[config.mk]
export PLATFORM = sky130hd
export DESIGN_NAME = crc_frame_gen
export DESIGN_NICKNAME = d
export VERILOG_FILES = /design/src/rtl/crc_frame_pkg.sv /design/src/rtl/crc_byte_step.sv /design/src/rtl/crc_frame_gen.sv
export SDC_FILE = /design/constraint.sdc
export NUM_CORES = 1
export LEC_CHECK = 0
export CORE_ASPECT_RATIO = 0.75
export CORE_MARGIN = 2
export CORE_UTILIZATION = 50
export DETAILED_ROUTE_END_ITERATION = 6
export GPL_TIMING_DRIVEN = 0
export HOLD_SLACK_MARGIN = 0.03
export PLACE_DENSITY = 0.77
export SYNTH_ARGS = -nofsm -noshare
export SYNTH_HDL_FRONTEND = slang
export SYNTH_HIERARCHICAL = 1
export SYNTH_SLANG_ARGS = --single-unit
[constraint.sdc]
create_clock -name clk -period 1.94 [get_ports clk]
set_clock_uncertainty 0.2 [all_clocks]
set_input_delay 0.485 -clock clk [delete_from_list [all_inputs] [get_ports clk]]
set_output_delay 0.485 -clock clk [all_outputs]
set_load 0.03 [all_outputs]
[src/rtl/crc_frame_pkg.sv]
// Shared types and helpers for the streaming frame CRC generator.
package crc_frame_pkg;

  typedef enum logic {
    PASS   = 1'b0,
    APPEND = 1'b1
  } state_t;

  localparam int MAX_CRC_WIDTH = 64;

  function automatic logic [7:0] flip8(input logic [7:0] b);
    logic [7:0] r;
    r = '0;
    for (int i = 0; i < 8; i++) r[i] = b[7-i];
    return r;
  endfunction

  // Reverses the low 'width' bits of v; upper bits return as zero.
  function automatic logic [MAX_CRC_WIDTH-1:0] bitrev(input logic [MAX_CRC_WIDTH-1:0] v,
                                                      input int width);
    logic [MAX_CRC_WIDTH-1:0] r;
    r = '0;
    for (int i = 0; i < MAX_CRC_WIDTH; i++) begin
      if (i < width) r[width-1-i] = v[i];
    end
    return r;
  endfunction

  function automatic int crc_bytes(input int width);
    return width / 8;
  endfunction

endpackage

[src/rtl/crc_byte_step.sv]
// Purpose: advance a CRC register by one data byte, MSB first.
// Latency: purely combinational.
// Backpressure: none; caller decides when the result is committed.
module crc_byte_step #(
  parameter int                   CRC_WIDTH = 32,
  parameter logic [CRC_WIDTH-1:0] POLY      = CRC_WIDTH'(32'h04C11DB7)
) (
  input  logic [CRC_WIDTH-1:0] crc_in,
  input  logic [7:0]           data,
  output logic [CRC_WIDTH-1:0] crc_out
);

  always_comb begin
    logic [CRC_WIDTH-1:0] c;
    logic                 msb;
    c   = crc_in;
    msb = 1'b0;
    for (int i = 0; i < 8; i++) begin
      msb = c[CRC_WIDTH-1] ^ data[7-i];
      c   = {c[CRC_WIDTH-2:0], 1'b0};
      if (msb) c = c ^ POLY;
    end
    crc_out = c;
  end

endmodule

[src/rtl/crc_frame_gen.sv]
// Purpose: forward a byte stream and compute a per-frame CRC; with CRC_FRAME_APPEND_EN the CRC is appended to the frame.
// Latency: one cycle from input handshake to output valid; 1 byte/cycle sustained.
// Backpressure: output register holds while m_valid_o && !m_ready_i; input ready drops while stalled or appending.
module crc_frame_gen
  import crc_frame_pkg::*;
#(
  parameter int                   CRC_WIDTH = 32,
  parameter logic [CRC_WIDTH-1:0] POLY      = CRC_WIDTH'(32'h04C11DB7),
  parameter logic [CRC_WIDTH-1:0] INIT      = CRC_WIDTH'(32'hFFFFFFFF),
  parameter bit                   REFLECT   = 1'b1,
  parameter logic [CRC_WIDTH-1:0] XOR_OUT   = CRC_WIDTH'(32'hFFFFFFFF)
) (
  input  logic                 clk,
  input  logic                 reset_n,
  input  logic [7:0]           s_data_i,
  input  logic                 s_valid_i,
  input  logic                 s_last_i,
  output logic                 s_ready_o,
  output logic [7:0]           m_data_o,
  output logic                 m_valid_o,
  output logic                 m_last_o,
  input  logic                 m_ready_i,
  output logic [CRC_WIDTH-1:0] crc_o,
  output logic                 crc_valid_o
);

  logic [CRC_WIDTH-1:0]     crc_q;
  logic [CRC_WIDTH-1:0]     crc_next;
  logic [CRC_WIDTH-1:0]     crc_final;
  logic [MAX_CRC_WIDTH-1:0] crc_next_rev;
  logic [7:0]               step_byte;
  logic                     ready_en;
  logic                     in_pass;
  logic                     s_hs;
  logic                     ld;
  logic [7:0]               ld_data;
  logic                     ld_last;

  assign step_byte = REFLECT ? flip8(s_data_i) : s_data_i;

  crc_byte_step #(
    .CRC_WIDTH (CRC_WIDTH),
    .POLY      (POLY)
  ) u_step (
    .crc_in  (crc_q),
    .data    (step_byte),
    .crc_out (crc_next)
  );

  assign crc_next_rev = bitrev(MAX_CRC_WIDTH'(crc_next), CRC_WIDTH);
  assign crc_final    = (REFLECT ? crc_next_rev[CRC_WIDTH-1:0] : crc_next) ^ XOR_OUT;

  // ready_en keeps s_ready_o low until the first edge after reset release.
  assign s_ready_o = ready_en && in_pass && (!m_valid_o || m_ready_i);
  assign s_hs      = s_valid_i && s_ready_o;

`ifdef CRC_FRAME_APPEND_EN
  localparam int NBYTES = crc_bytes(CRC_WIDTH);
  localparam int IDX_W  = (NBYTES > 1) ? $clog2(NBYTES) : 1;

  state_t               state_q, state_nxt;
  logic [IDX_W-1:0]     idx_q, idx_nxt;
  logic [7:0]           app_byte;
  logic [CRC_WIDTH-1:0] app_shift;
  int                   byte_sel;
  logic                 idx_last;

  assign in_pass  = (state_q == PASS);
  assign idx_last = (idx_q == IDX_W'(NBYTES - 1));

  always_comb begin
    byte_sel  = REFLECT ? int'(idx_q) : (NBYTES - 1 - int'(idx_q));
    app_shift = crc_o >> (8 * byte_sel);
    app_byte  = app_shift[7:0];
  end

  always_ff @(posedge clk or negedge reset_n) begin
    if (!reset_n) begin
      state_q <= PASS;
      idx_q   <= '0;
    end else begin
      state_q <= state_nxt;
      idx_q   <= idx_nxt;
    end
  end

  always_comb begin
    state_nxt = state_q;
    idx_nxt   = idx_q;
    ld        = 1'b0;
    ld_data   = s_data_i;
    ld_last   = 1'b0;
    if (s_hs) begin
      ld = 1'b1;
      if (s_last_i) begin
        state_nxt = APPEND;
        idx_nxt   = '0;
      end
    end else if (state_q == APPEND && (!m_valid_o || m_ready_i)) begin
      ld      = 1'b1;
      ld_data = app_byte;
      ld_last = idx_last;
      if (idx_last) state_nxt = PASS;
      else          idx_nxt   = idx_q + 1'b1;
    end
  end
`else
  assign in_pass = 1'b1;

  always_comb begin
    ld      = s_hs;
    ld_data = s_data_i;
    ld_last = s_last_i;
  end
`endif

  always_ff @(posedge clk or negedge reset_n) begin
    if (!reset_n) begin
      ready_en    <= 1'b0;
      crc_q       <= INIT;
      crc_o       <= '0;
      crc_valid_o <= 1'b0;
      m_valid_o   <= 1'b0;
      m_data_o    <= '0;
      m_last_o    <= 1'b0;
    end else begin
      ready_en    <= 1'b1;
      crc_valid_o <= 1'b0;
      if (s_hs) begin
        if (s_last_i) begin
          crc_q       <= INIT;
          crc_o       <= crc_final;
          crc_valid_o <= 1'b1;
        end else begin
          crc_q <= crc_next;
        end
      end
      if (ld) begin
        m_valid_o <= 1'b1;
        m_data_o  <= ld_data;
        m_last_o  <= ld_last;
      end else if (m_ready_i) begin
        m_valid_o <= 1'b0;
      end
    end
  end

endmodule
==> metrics, run 1 <==
status=finished with violations; violated checks=setup timing; mapped cell area=0.004111 sq mm; largest area contributor in the netlist=dfrtp_1; Reg2Reg Depth=5; Worst Hold End=crc_q[31]$_DFFE_PN1P_; clk root buf=clkbuf_8; final hold vios=0; met3 WL=around 800 um; Area Overhead vs Synth=44.64%; Post-Syn Instances=between 300 and 400; initial antenna violation count=0; CP endpoint kind=register; distinct cell type count after synthesis=28; Max clock buf depth=2; reg2reg setup slack=-0.25 ns; Final GP Congestion=approximately 0.9; crit-path cells=xnor2_4, xnor3_2, xor3_1, nor2_1, a21oi_1; first drt pass iteration count=5; Hold Crit Class=in2reg; Tot GR Track Use=between 20% and 30%; core box area=a little under 0.008 sq mm; Slew Limit Fails=0; CP max FO=4; hold path depth=3; top_reg_cell synth=dfrtp_1; Worst-Margin Slew=about 0.55 ns; initial core utilization=between 50% and 60%; die extent in y=around 83 um; fillcell total=between 500 and 600; fin crit period=2.186 ns; n_diodes=0; most area-consuming cells after synthesis=dfrtp_1 27%, dfstp_2 20%, a21oi_1 7.8%; min-delay src=s_last_i; wl on met1=between 4000 and 5000 um; Max Freq=0.4575 GHz; Setup CP Type=reg2reg; CP delay by family, top=XOR/XNOR gates; R2R Path Start=crc_q[25]$_DFFE_PN1P_; Startpoint Class=register; global-route wire length before repair=between 15,000 and 20,000 um; hold slack=0.3065 ns; arrival time worst endpoint=roughly 2.3 ns; sequential area share after synthesis=between 40% and 50%; Final WS setup=-0.2458 ns; Clock Sinks=76; dpl hpwl=between 6000 and 7000 um; CTS tree=yes; fraction of layout cells with a size suffix above 1=just under 40%; post-placement setup slack=-1.069 ns; RSZ-0062 raised after global routing=true; Max Cap Violations=0; Bufs and invs on worst path=0; syn_nets=352; Final setup viols=44; gr ovfl total=0; met2 wire len=between 5000 and 6000 um; Post-synth top cells=64 x a21oi_1, 44 x dfrtp_1, 35 x inv_1; H-tree depth=3; Avg Cell Area, Syn=~12 sq um; via count=between 3,000 and 4,000; max layer used=met4; RR Endpoint=crc_q[6]$_DFFE_PN1P_; Cell Rows=28; Antenna Nets Post-Route=0; number of synthesized flops with an enable pin=0; largest net degree at the start of global routing=just over 40; Slew headroom=between 60% and 70%; Via density=around 5.3; DIE AREA=around 0.009 sq mm; PortBufs=55; vias in the first global route=a little over 3,000; DRT iter0 DRCs=245; DRC viols=0; Die W=roughly 110 um; setup TNS=-4.993 ns; count leader, synth=a21oi_1; Routed WL per cell=between 20 and 25 um; Post-Route WL=11,840 um; Worst path slowest cell=dfstp_2; Post-synth ARST share=between 90% and 100%; Ys Warns=6; Worst-Skew Late Latency=~0.37 ns; Crit path largest cell delay=0.59 ns; nets=approximately 480; Final Cycle Share=112.7%; total CTS buffers=9; io pins=57; top cell type's share of synthesized area=a little over a quarter; clk slew on worst S/H paths=0.08 ns; Synth Register Bits=76; WP data required=about 2.0 ns
timing repair:
action / in CTS / in global routing
endpoints found under the hold margin: 19 / 0
hold buffers: 1 / 0
gates resized for setup: 103 / 38
buffers inserted: 41 / 27
setup endpoints to repair: 97 / 55
pin swaps: 36 / 46
per-layer routing:
| metal | vias to the layer above | global-route usage (%) |
|---|---|---|
| li1 | 1357 | - |
| met1 | 1570 | 35.74 |
| met2 | 130 | 40.31 |
| met3 | 25 | 6.593 |
| met4 | 0 | 7.436 |
| met5 | - | 0 |
sequential cells by signal, summed over array words and instances, names as in the netlist:
signal and flops:
m_last_o 1, m_data_o 8, crc_o 32, m_valid_o 1, ready_en 1, crc_valid_o 1
crc_q 32
through the flow:
step | util [%] | cells | instance area, sq um
after floorplan | - | 339 | 4125
after global placement | 60.71 | 499 | 4807
after detailed placement | 60.94 | 500 | 4825
after CTS | 70.50 | 556 | 5582
after global routing | 75.11 | 579 | 5947
final | 75.11 | 579 | 5947
worst max-delay path by stage:
stage,startpoint,to,slack [ns],cells past startpoint
final,crc_q[25]$_DFFE_PN1P_,crc_q[6]$_DFFE_PN1P_,-0.25,5
after global placement,reset_n,crc_valid_o$_DFF_PN0_,-2.42,1
after CTS,crc_q[31]$_DFFE_PN1P_,crc_q[13]$_DFFE_PN1P_,-0.24,6
after floorplan,s_data_i[4],crc_q[13]$_DFFE_PN1P_,0.01,5
after global routing,crc_q[25]$_DFFE_PN1P_,crc_q[6]$_DFFE_PN1P_,-0.29,5
after detailed placement,m_ready_i,s_ready_o,-1.07,6
cells in the final DEF, fill, tap and decap left out, types with 3 or more instances in the layout:
| master | instances |
|---|---|
| a21oi_1 | 58 |
| dlygate4sd2_1 | 51 |
| dfrtp_1 | 44 |
| buf_4 | 40 |
| inv_1 | 35 |
| mux2i_1 | 32 |
| dfstp_2 | 32 |
| buf_6 | 28 |
| nor2_1 | 27 |
| xnor2_4 | 17 |
| clkbuf_1 | 12 |
| clkbuf_8 | 11 |
| xnor2_1 | 11 |
| buf_12 | 8 |
| xnor2_2 | 8 |
| xnor3_1 | 7 |
| a21oi_2 | 6 |
| xor2_4 | 6 |
| xor3_2 | 6 |
| nor2_2 | 5 |
| mux2_4 | 4 |
| mux2_2 | 4 |
| xor3_1 | 3 |
cell families (layout without fill, tap and decap cells):
group | count (synthesis) | after routing | share of synthesized area [%]
flip-flops | 76 | 76 | 47.23
AO/OA/AOI/OAI | 65 | 65 | 7.912
XOR/XNOR | 62 | 62 | 23.98
buffers and inverters | 56 | 191 | 6.543
multiplexers | 40 | 40 | 10.35
AND/OR/NAND/NOR | 39 | 39 | 3.895
other | 1 | 1 | 0.09121
tightest hold or removal path, stage by stage:
cell      delay [ns]
clkbuf_1        0.17
nor2_1          0.14
a21oi_1         0.07
layout make-up:
| type | count | area [sq um] | share of cell area [%] |
|---|---|---|---|
| clock inverters | 2 | 10.01 | 0.1683 |
| multi-input cells | 207 | 2278 | 38.31 |
| inverters | 35 | 131.4 | 2.209 |
| clock buffers | 14 | 162.7 | 2.735 |
| flip-flops and latches | 76 | 1942 | 32.65 |
| well taps | 105 | 131.4 | 2.209 |
| repair buffers | 122 | 1166 | 19.61 |
| plain buffers | 18 | 125.1 | 2.104 |
Power of run 1 is left out: the tool's default activity adds up to more than one toggle a clock period on the data nets, which glitch-free logic cannot reach.
==> run 2: changes to the inputs <==
CORE_MARGIN = unset   (was 2)
CTS_BUF_LIST = sky130_fd_sc_hd__clkbuf_8   (was unset)
PLACE_DENSITY = 0.79   (was 0.77)
SYNTH_HIERARCHICAL = unset   (was 1)
==> run 2 against run 1 <==
  * The flow finishes with violations (DRC, setup timing)
  * Register-to-register slack worse by 0.07 ns
  * Worst setup slack worse by 0.074 ns
  * Sequential share of layout area is 3.0 points higher
  * Routed wire length is 9.9% lower
  * Worst hold slack worse by 0.032 ns
  * Sequential cell count stayed put
  * Area after synthesis is 16% lower
  * Cell area is 8.5% lower
  * Via count is 13% lower
  * Synthesized cell count is 15% lower
  * Final cell count is 16% lower
  * Count of clock-buffer cells in the layout is 4 lower
==> metrics, run 2 <==
CP max FO=3 (-1); arrival time worst endpoint=2.31 ns (+0.02 ns); via count=2,695 (-13%); top cell type's share of synthesized area=31.78% (+5.0 points); DRC viols=5 (+5); Max Cap Violations=0 (unchanged); mapped cell area=0.003465 sq mm (-16%); commonest non-fill, non-tap cells in the layout=52 x dlygate4sd2_1, 47 x nand2_1, 44 x dfrtp_1; total CTS buffers=9 (unchanged); Area Overhead vs Synth=57.06%; met1 Resource Use GR=36.52% (+0.78 points); Tot GR Track Use=26.67% (+0.96 points); Setup CP Type=reg2reg; Antenna Nets Post-Route=0 (unchanged); dpl hpwl=5639 um (-11%); gr ovfl total=0 (unchanged); H-tree depth=3 (unchanged); number of synthesized flops with an enable pin=0 (unchanged); nets=412 (-15%); Avg Cell Area, Syn=11.99 sq um (-1.2%); setup TNS=-5.586 ns (-0.5933 ns); Top Registers=crc_o: 32 flops, crc_q: 32 flops, m_data_o: 8 flops; largest net degree at the start of global routing=55 (+34%); clk slew on worst S/H paths=0.08 ns (about the same); Startpoint Class=register; Final WS setup=-0.3199 ns (-0.07411 ns); Worst-Margin Slew=0.6616 ns (+0.1139 ns); initial antenna violation count=0 (unchanged); sequential area share after synthesis=56.05% (+8.8 points); initial core utilization=53.25% (+1.3 points); Via density=5.557 (+4.4%); Max clock buf depth=2 (unchanged); first drt pass iteration count=7 (+2); Max Freq=0.4425 GHz (-3.3%); Die W=98.12 um (-9.7%); n_diodes=0 (unchanged); CP endpoint kind=register; WP data required=1.99 ns (-0.05 ns); fraction of layout cells with a size suffix above 1=42.82% (+3.8 points); DRT iter0 DRCs=170 (-31%); Final GP Congestion=0.8015 (-9.9%); Post-Route WL=10,670 um (-9.9%); count leader, synth=nand2_1; Post-synth ARST share=100.0% (unchanged); Cell Rows=25 (-11%); fillcell total=353 (-32%); Slew headroom=55.89% (-7.6 points); CTS tree=yes; most common library cell in the layout ignoring fill and taps=dlygate4sd2_1; io pins=57 (unchanged); final non-filler cell area=0.005441 sq mm (-8.5%); Clock Sinks=76 (unchanged); Routed WL per cell=22.00 um (+7.6%); Post-synth top cells=48 x nand2_1, 44 x dfrtp_1, 38 x xnor2_1; RSZ-0062 raised after global routing=true; Final Cycle Share=116.5% (+3.8 points); PortBufs=56 (+1.8%); violated checks=DRC, setup timing; most area-consuming cells after synthesis=dfrtp_1 32%, dfstp_2 24%, xnor2_1 9.6%; Worst-Skew Late Latency=0.37 ns (about the same); Post-Syn Instances=289 (-15%); gr busiest metal=met2; hold slack=0.2743 ns (-0.03222 ns); GR Layer Usage met2=41.94% (+1.6 points); Ys Warns=0 (-6); DIE AREA=0.007270 sq mm (-19%); distinct cell type count after synthesis=22 (-21%); top_reg_cell synth=dfrtp_1; global-route wire length before repair=14,090 um (-15%); clk root buf=clkbuf_8; syn_nets=302 (-14%); Hold Crit Class=reg2reg; largest area contributor in the netlist=dfrtp_1; core box area=0.006506 sq mm (-18%); Slew Limit Fails=0 (unchanged); Final setup viols=42 (-4.5%); fin crit period=2.260 ns (+0.07411 ns); Synth Register Bits=76 (unchanged); Placed Area=0.004282 sq mm (-11%); die extent in y=74.09 um (-10%); vias in the first global route=2,598 (-15%); global-route met3 utilization=7.143% (+0.55 points); final hold vios=0 (unchanged); status=finished with violations
## run 2: cell types whose count changed in the layout (fill, tap and decap cells not counted), moves of 7 or more
cell and change:
o21ai_0 +7, inv_1 -32, a21oi_1 -49, mux2i_1 -32, xor2_4 +7, nand2_1 +45
buf_4 -18, o22a_1 +20, o21ai_1 +11, xnor2_2 +13, nor2_1 -15, clkbuf_2 +7
clkbuf_1 -7, buf_6 -14
## run 2: cell families (layout without fill, tap and decap cells)
group / after synthesis / after routing / synth area share, %
other: 1 / 1 / 0.1082
DFF: 76 / 76 / 56.05
AOI/OAI and AO/OA: 52 / 52 / 9.679
muxes: 12 / 12 / 3.900
and+or+nand+nor: 65 / 65 / 7.295
buffers and inverters: 15 / 130 / 1.625
xor gates and xnor gates: 68 / 68 / 21.34
## run 2: critical path: stages, from the launching register on
cell and delay (ns):
dfstp_2 0.59, xnor2_4 0.18, buf_6 0.17, xnor2_4 0.10, xnor2_4 0.26, xnor3_1 0.37, mux2_4 0.27
## run 2: final timing paths
path                       slack, ns                     to  depth (start not counted)                  start
setup / recovery               -0.32  crc_o[23]$_DFFE_PN0P_                          6  crc_q[31]$_DFFE_PN1P_
hold / removal                  0.27  crc_o[12]$_DFFE_PN0P_                          2  crc_o[12]$_DFFE_PN0P_
setup reg to reg               -0.32  crc_o[23]$_DFFE_PN0P_                          6  crc_q[31]$_DFFE_PN1P_
hold reg to reg                 0.27  crc_o[12]$_DFFE_PN0P_                          2  crc_o[12]$_DFFE_PN0P_
max in group asynchronous       0.55   crc_q[8]$_DFFE_PN1P_                          3                reset_n
min in group asynchronous       0.37   crc_o[6]$_DFFE_PN0P_                          2                reset_n
## run 2: layout make-up
cell class	instances	area [sq um]	area share [%]
buffer	13	61.31	1.127
clock buffer	10	137.6	2.529
clock inverter	6	80.08	1.472
inverter	2	7.507	0.1380
multi-input combinational	198	2151	39.53
sequential	76	1942	35.69
tap	81	101.3	1.862
timing repair buffer	99	960.9	17.66
## run 2: repair_timing
action,CTS,global route
hold endpoints to repair,20,0
setup endpoints to repair,107,47
resized for setup,106,65
hold buffers,1,0
pin swaps,25,36
buffers inserted,27,15
## run 2: stage by stage
| step | worst slack [ns] | cells | util [%] |
|---|---|---|---|
| final | -0.3199 | 485 | 83.63 |
| after global routing | -0.3567 | 485 | 83.63 |
| after CTS | -0.3052 | 471 | 75.67 |
| after detailed placement | -1.002 | 427 | 65.81 |
| after global placement | -2.326 | 426 | 65.42 |
| after floorplan | -0.1859 | 289 | - |
## run 2: routing by layer
| layer | wire (um) | up-vias |
|---|---|---|
| met5 | 0 | - |
| met4 | 433 | 0 |
| met3 | 740 | 33 |
| met2 | 4862 | 125 |
| met1 | 4634 | 1367 |
| li1 | - | 1170 |
Power of run 2 is left out for the same reason.
